--- src/rtl/instr_mem_arbiter.sv ---
// Single-port instruction RAM controller: shares the RAM between core fetch and
// the program loader, holds fetch off until boot load completes, routes read responses.
module instr_mem_arbiter #(
    parameter int unsigned ADDR_WIDTH = 8,
    parameter int unsigned DATA_WIDTH = 32,
    parameter int unsigned BOOT_HOLD  = 1,
    parameter int unsigned CNT_WIDTH  = 16
) (
    input  logic                    clk,
    input  logic                    rstn_i,
    input  logic                    fetch_req_i,
    input  logic [ADDR_WIDTH-1:0]   fetch_addr_i,
    output logic                    fetch_gnt_o,
    output logic                    fetch_rvalid_o,
    output logic [DATA_WIDTH-1:0]   fetch_rdata_o,
    input  logic                    ld_req_i,
    input  logic                    ld_we_i,
    input  logic [DATA_WIDTH/8-1:0] ld_be_i,
    input  logic [ADDR_WIDTH-1:0]   ld_addr_i,
    input  logic [DATA_WIDTH-1:0]   ld_wdata_i,
    output logic                    ld_gnt_o,
    output logic                    ld_rvalid_o,
    output logic [DATA_WIDTH-1:0]   ld_rdata_o,
    input  logic                    ld_done_i,
    output logic                    ram_en_o,
    output logic                    ram_we_o,
    output logic [ADDR_WIDTH-1:0]   ram_addr_o,
    output logic [DATA_WIDTH-1:0]   ram_wdata_o,
    output logic [DATA_WIDTH/8-1:0] ram_be_o,
    input  logic [DATA_WIDTH-1:0]   ram_rdata_i,
    output logic                    core_fetch_en_o,
    output logic [CNT_WIDTH-1:0]    load_count_o
);

    localparam logic [0:0] ST_LOAD   = 1'b0;
    localparam logic [0:0] ST_RUN    = 1'b1;
    localparam logic [0:0] ST_RESET  = (BOOT_HOLD != 0) ? ST_LOAD : ST_RUN;

    localparam logic [1:0] OWN_NONE  = 2'd0;
    localparam logic [1:0] OWN_FETCH = 2'd1;
    localparam logic [1:0] OWN_LD    = 2'd2;

    localparam logic [CNT_WIDTH-1:0] CNT_MAX = '1;

    logic [0:0]           state_q, state_d;
    logic [1:0]           owner_q, owner_d;
    logic                 last_ld_q, last_ld_d;
    logic [CNT_WIDTH-1:0] count_q, count_d;

    always_ff @(posedge clk or negedge rstn_i) begin
        if (!rstn_i) begin
            state_q   <= ST_RESET;
            owner_q   <= OWN_NONE;
            last_ld_q <= 1'b0;
            count_q   <= '0;
        end else begin
            state_q   <= state_d;
            owner_q   <= owner_d;
            last_ld_q <= last_ld_d;
            count_q   <= count_d;
        end
    end

    // Grant, RAM drive and next-state; last_ld_q only tracks RUN-phase arbitration
    always_comb begin
        state_d     = state_q;
        owner_d     = OWN_NONE;
        last_ld_d   = last_ld_q;
        count_d     = count_q;
        fetch_gnt_o = 1'b0;
        ld_gnt_o    = 1'b0;
        ram_en_o    = 1'b0;
        ram_we_o    = 1'b0;
        ram_addr_o  = '0;
        ram_wdata_o = '0;
        ram_be_o    = '0;

        case (state_q)
            ST_LOAD: begin
                ld_gnt_o = ld_req_i;
                if (ld_done_i) begin
                    state_d = ST_RUN;
                end
            end
            default: begin
                if (fetch_req_i && ld_req_i) begin
                    if (last_ld_q) begin
                        fetch_gnt_o = 1'b1;
                    end else begin
                        ld_gnt_o = 1'b1;
                    end
                end else begin
                    fetch_gnt_o = fetch_req_i;
                    ld_gnt_o    = ld_req_i;
                end
            end
        endcase

        if (ld_gnt_o) begin
            owner_d    = OWN_LD;
            ram_en_o   = 1'b1;
            ram_addr_o = ld_addr_i;
            if (ld_we_i) begin
                ram_we_o    = 1'b1;
                ram_be_o    = ld_be_i;
                ram_wdata_o = ld_wdata_i;
                if (count_q != CNT_MAX) begin
                    count_d = count_q + CNT_WIDTH'(1);
                end
            end else begin
                ram_be_o = '1;
            end
            if (state_q == ST_RUN) begin
                last_ld_d = 1'b1;
            end
        end else if (fetch_gnt_o) begin
            owner_d    = OWN_FETCH;
            ram_en_o   = 1'b1;
            ram_addr_o = fetch_addr_i;
            ram_be_o   = '1;
            last_ld_d  = 1'b0;
        end
    end

    // Response routing: RAM data goes only to the port that owned last cycle's access
    assign fetch_rvalid_o  = (owner_q == OWN_FETCH);
    assign ld_rvalid_o     = (owner_q == OWN_LD);
    assign fetch_rdata_o   = fetch_rvalid_o ? ram_rdata_i : '0;
    assign ld_rdata_o      = ld_rvalid_o ? ram_rdata_i : '0;
    assign core_fetch_en_o = (state_q == ST_RUN);
    assign load_count_o    = count_q;

endmodule

--- config.mk ---
export PLATFORM = sky130hd
export DESIGN_NAME = instr_mem_arbiter
export DESIGN_NICKNAME = d
export VERILOG_FILES = /design/src/rtl/instr_mem_arbiter.sv
export SDC_FILE = /design/constraint.sdc
export NUM_CORES = 1
export LEC_CHECK = 0
export ABC_AREA = 1
export BUFFER_PORTS_ARGS = -buffer_cell sky130_fd_sc_hd__buf_2
export CAP_MARGIN = 5
export CORE_MARGIN = 2
export CORE_UTILIZATION = 30
export DETAILED_ROUTE_END_ITERATION = 10
export PLACE_DENSITY = 0.72
export SLEW_MARGIN = 20
export SYNTH_ARGS = -nofsm -noshare
export SYNTH_HDL_FRONTEND = slang
export SYNTH_SLANG_ARGS = --single-unit
--- constraint.sdc ---
create_clock -name clk -period 2.7 [get_ports clk]
set_input_delay 0.54 -clock clk [delete_from_list [all_inputs] [get_ports clk]]
set_output_delay 0.54 -clock clk [all_outputs]
set_load 0.03 [all_outputs]
# Word-level counts from Yosys, hierarchy flattened

Index checks and enable logic that the tools add are counted.

Flip-flop bits (word level): 20
Input port bits: 90
Word-level logic and storage cells: 39

Add/subtract/negate cells: 1
Eq/ne operators: 4
Multiplexer cells: 26
Reduce and logical (&&, ||, !) cells: 4

Operator list:

| operator              | count |
|---|---|
| $mux 32               | 4 |
| $add 16x1->16 const B | 1 |
| $mux 1                | 16 |
| $mux 8                | 2 |
| $ne 16x16->1 const B  | 1 |
| $mux 4                | 3 |
| $reduce_and 3->1      | 1 |
| $eq 2x1->1 const B    | 1 |
| $eq 2x2->1 const B    | 1 |
| $mux 2                | 1 |
| $ne 2x1->1 const B    | 1 |
| $reduce_and 2->1      | 1 |
| $reduce_bool 2->1     | 1 |
| $logic_and 1x1->1     | 1 |

# Depth between registers and ports, before layout

Depth after elaboration: 5
Gate-level depth with buffers: 10

# Worst setup path before layout

No wires, ideal clock.

Kind: register to output
Start point: register owner_q[0]
End point: output ld_rdata_o[10]
Arrival: 1638 ps
Data required time: 2160 ps
Path slack: 522 ps
Stages on the path, launching flop included: 5
Buffers on the path: 1
Path through: dfrtp_1 nor2_1 inv_1 clkbuf_1 nor2_1

Cells in the longest elaborated chain, start to end: 2

RTL lines:

| what                     | RTL line | source |
|---|---|---|
| start: declaration       | 46       | `logic [1:0] owner_q, owner_d;` |
| start signal: assignment | 58       | `owner_q <= owner_d;` |
| $eq 2x2->1               | 127      | `assign ld_rvalid_o = (owner_q == OWN_LD);` |
| via ld_rvalid_o          | 22       | `output logic ld_rvalid_o,` |
| $mux 32                  | 129      | `assign ld_rdata_o = ld_rvalid_o ? ram_rdata_i : '0;` |
| end: declaration         | 23       | `output logic [DATA_WIDTH-1:0] ld_rdata_o,` |

The timed path passes the listed nets, and every way through them passes these cells.

# Final worst setup path

Start point: register state_q (netlist: core_fetch_en_o)
End point: output ram_we_o

Cells in the longest elaborated chain, start to end: 2

RTL lines:

| what                     | RTL line | source |
|---|---|---|
| start: declaration       | 45       | `logic [0:0] state_q, state_d;` |
| start signal: assignment | 57       | `state_q <= state_d;` |
| $mux 1                   | 78       | `case (state_q)` |
| $mux 1                   | 99       | `if (ld_gnt_o) begin` |
| end: declaration         | 26       | `output logic ram_we_o,` |

Every way passes these cells.

==> impl_metrics.env <==
export IMPL_ios=221
export IMPL_synthDistinctLibCells=26
export IMPL_start_util_pct=31.29
export IMPL_tns_ps=0
export IMPL_grt_use_met1_pct=24.20
export IMPL_utilization_pct=49.71
export IMPL_htreeDepth=1
export IMPL_grt_overflow=0
export IMPL_syn_inst=362
export IMPL_wirelength_um=7601
export IMPL_slew_viol_final=0
export IMPL_row_count=29
export IMPL_crit_start="core_fetch_en_o"
export IMPL_power_frac_clock_pct=12.1
export IMPL_fp_dieH_um=85.61
export IMPL_met2_usage_pct=34.09
export IMPL_min_path_type="input port to async pin"
export IMPL_drive_gt1_share_pct=41.86
export IMPL_routabilityCongestion=0.8517
export IMPL_antenna_found_initial=1
export IMPL_clockBufferDepth=2
export IMPL_fin_crit_sh_pct=86.40
export IMPL_dp_cells=645
export IMPL_first_pass_iters=4
export IMPL_fin_cells=649
export IMPL_clkSlewWorstSetupHoldPaths_ps=70
export IMPL_fin_skew_ps=1.074
export IMPL_synth_seq_cells=20
export IMPL_num_vias=2857
export IMPL_endpoint_kind="primary output"
export IMPL_finalCriticalPeriod_ps=2333
export IMPL_slew_headroom_pct=40.99
export IMPL_nets=664
export IMPL_async_flop_share_pct=100.0
export IMPL_seq_area_frac_synth_pct=25.05
export IMPL_hold_buffers=0
export IMPL_cts_buffers=3
export IMPL_clock_fmax_ghz=0.4286
export IMPL_grt_max_degree=34
export IMPL_synth_edff_count=0
export IMPL_p_int_uw=759.8
export IMPL_avgRoutedWirePerCell_um=11.71
export IMPL_power_density_mw_per_mm2=519.9
export IMPL_syn2layout_area_growth_pct=58.86
export IMPL_rsz0062_at_grt="false"
export IMPL_hpwl_um=6253
export IMPL_r2r_start="core_fetch_en_o"
export IMPL_cts_resized=0
export IMPL_grtUsageTotal_pct=19.11
export IMPL_antenna_left=0
export IMPL_final_fill_count=694
export IMPL_avgSynthCellArea_um2=5.520
export IMPL_outcome="finished clean"
export IMPL_ys_warn_count=0
export IMPL_setup_viol=0
export IMPL_cp_required_ps=2160
export IMPL_netlist_area_mm2=0.001998
export IMPL_die_w_um=85.61
export IMPL_pwr_share_seq_pct=27.7
export IMPL_syn_nets=453
export IMPL_busiest_layer="met2"
export IMPL_switching_power_uw=890.4
export IMPL_vias_per_cell=4.402
export IMPL_drt_iter0_drc=106
export IMPL_die_area_mm2=0.007329
export IMPL_cts_tree="yes"
export IMPL_vdd_ir_drop_max_v=0.0004766
export IMPL_grt_pass1_vias=2496
export IMPL_cp_arrival_ps=1790
export IMPL_holdWs_ps=221.9
export IMPL_cts_sinks=20
export IMPL_final_hold_viol_count=0
export IMPL_postCtsSetupBuffers=0
export IMPL_root_buffer="clkbuf_8"
export IMPL_combPwrFrac_pct=60.2
export IMPL_grt_pass1_wl_um=11590
export IMPL_met3_usage_pct=3.561
export IMPL_cap_viol_max_count=0
export IMPL_crit_path_start_kind="register"
export IMPL_switching_share_pct=53.96
export IMPL_io_buffers=220
export IMPL_core_mm2=0.006386
export IMPL_worstMarginPinSlew_ps=884.2
export IMPL_insertion_delay_ps=260
export IMPL_drc_errors=0
export IMPL_p_leak_uw=0.002121
export IMPL_crit_fanout=33
export IMPL_synthFlopType="dfrtp_1"
export IMPL_crit_type="register to primary output"
[final timing paths]
kind	to	slack, ps	depth (start not counted)
setup / recovery	ram_we_o	370	6
hold / removal	load_count_o[1]	220	1
setup reg to reg	load_count_o[15]	800	9
hold reg to reg	core_fetch_en_o	560	1
max in group asynchronous	load_count_o[4]	2160	1
min in group clk	core_fetch_en_o	460	2
[synth_stat cells (2+ instances only)]
cell type | number | share of area, %
a22o_1 | 8 | 3.5
buf_1 | 2 | 0.38
buf_6 | 2 | 1.1
clkbuf_1 | 10 | 1.9
dfrtp_1 | 20 | 25
inv_1 | 48 | 9.0
nand2_1 | 115 | 22
nand2_2 | 4 | 1.3
nand3_1 | 7 | 1.8
nand3_4 | 2 | 1.8
nand4_1 | 6 | 1.9
nor2_1 | 112 | 21
nor2_4 | 2 | 1.1
o21ai_0 | 7 | 1.8
xnor2_1 | 4 | 1.8
xor2_1 | 3 | 1.3
[placed cells by master (no fill, tap or decap), drive strengths merged]
cell type	instances
dfrtp	20
xor2	3
ha	1
buf	222
clkbuf	3
nand3	10
a22o	8
diode	1
xnor2	4
o21ai	8
inv	49
or2	1
nand4	6
clkinv	2
nor2	115
nand2	119
[kinds of logic (layout without fill, tap and decap cells)]
kind of cell | Yosys count | after routing | synth area share (%)
simple gates | 251 | 251 | 51.53
buf+inv | 67 | 276 | 13.65
compound gates | 16 | 16 | 6.074
flops | 20 | 20 | 25.05
xor+xnor | 7 | 7 | 3.068
other cells | 0 | 1 | 0
fa+ha+maj | 1 | 1 | 0.6261
[worst max-delay path, cell delays in order, from the launching register on]
cell and delay [ps]:
dfrtp_1 420, nand2_1 110, nand2_1 70, nand2_2 220, inv_2 280, nor2_4 200, buf_2 230
[power groups by stage]
stage / combinational (uW) / sequential, uW / clock, uW
finish: 993 / 457 / 200
CTS: 1000 / 458 / 207
detailed placement: 996 / 463 / 0
floorplan: 597 / 557 / 0
global placement: 983 / 458 / 0
global route: 1080 / 467 / 221
[stage by stage]
stage	cell area (um2)	setup slack, ps	power (uW)
after floorplan	1998	522.1	1154
after global placement	3131	459.4	1442
after detailed placement	3131	420.0	1459
after CTS	3172	345.5	1665
after global routing	3174	168.1	1768
final	3174	367.1	1650
[layout make-up]
type                    instances  area (um2)  share of cell area [%]
flip-flops and latches         20       500.5                   15.77
inverters                      51       192.7                   6.070
repair buffers                222        1116                   35.16
clock buffers                   3       41.29                   1.301
diodes                          1       2.502                 0.07883
multi-input cells             275        1225                   38.59
well taps                      77       96.34                   3.035
[flip-flops by register name, indices dropped and copies added, names as in the netlist]
name	flops
core_fetch_en_o	1
last_ld_q	1
load_count_o	16
owner_q	2
[layer usage]
| layer | wire length, um | vias to the layer above |
|---|---|---|
| met5 | 0 | - |
| li1 | - | 1493 |
| met4 | 87 | 0 |
| met2 | 3695 | 129 |
| met1 | 3191 | 1231 |
| met3 | 626 | 4 |
No activity file was read; power rests on OpenSTA's default activity.
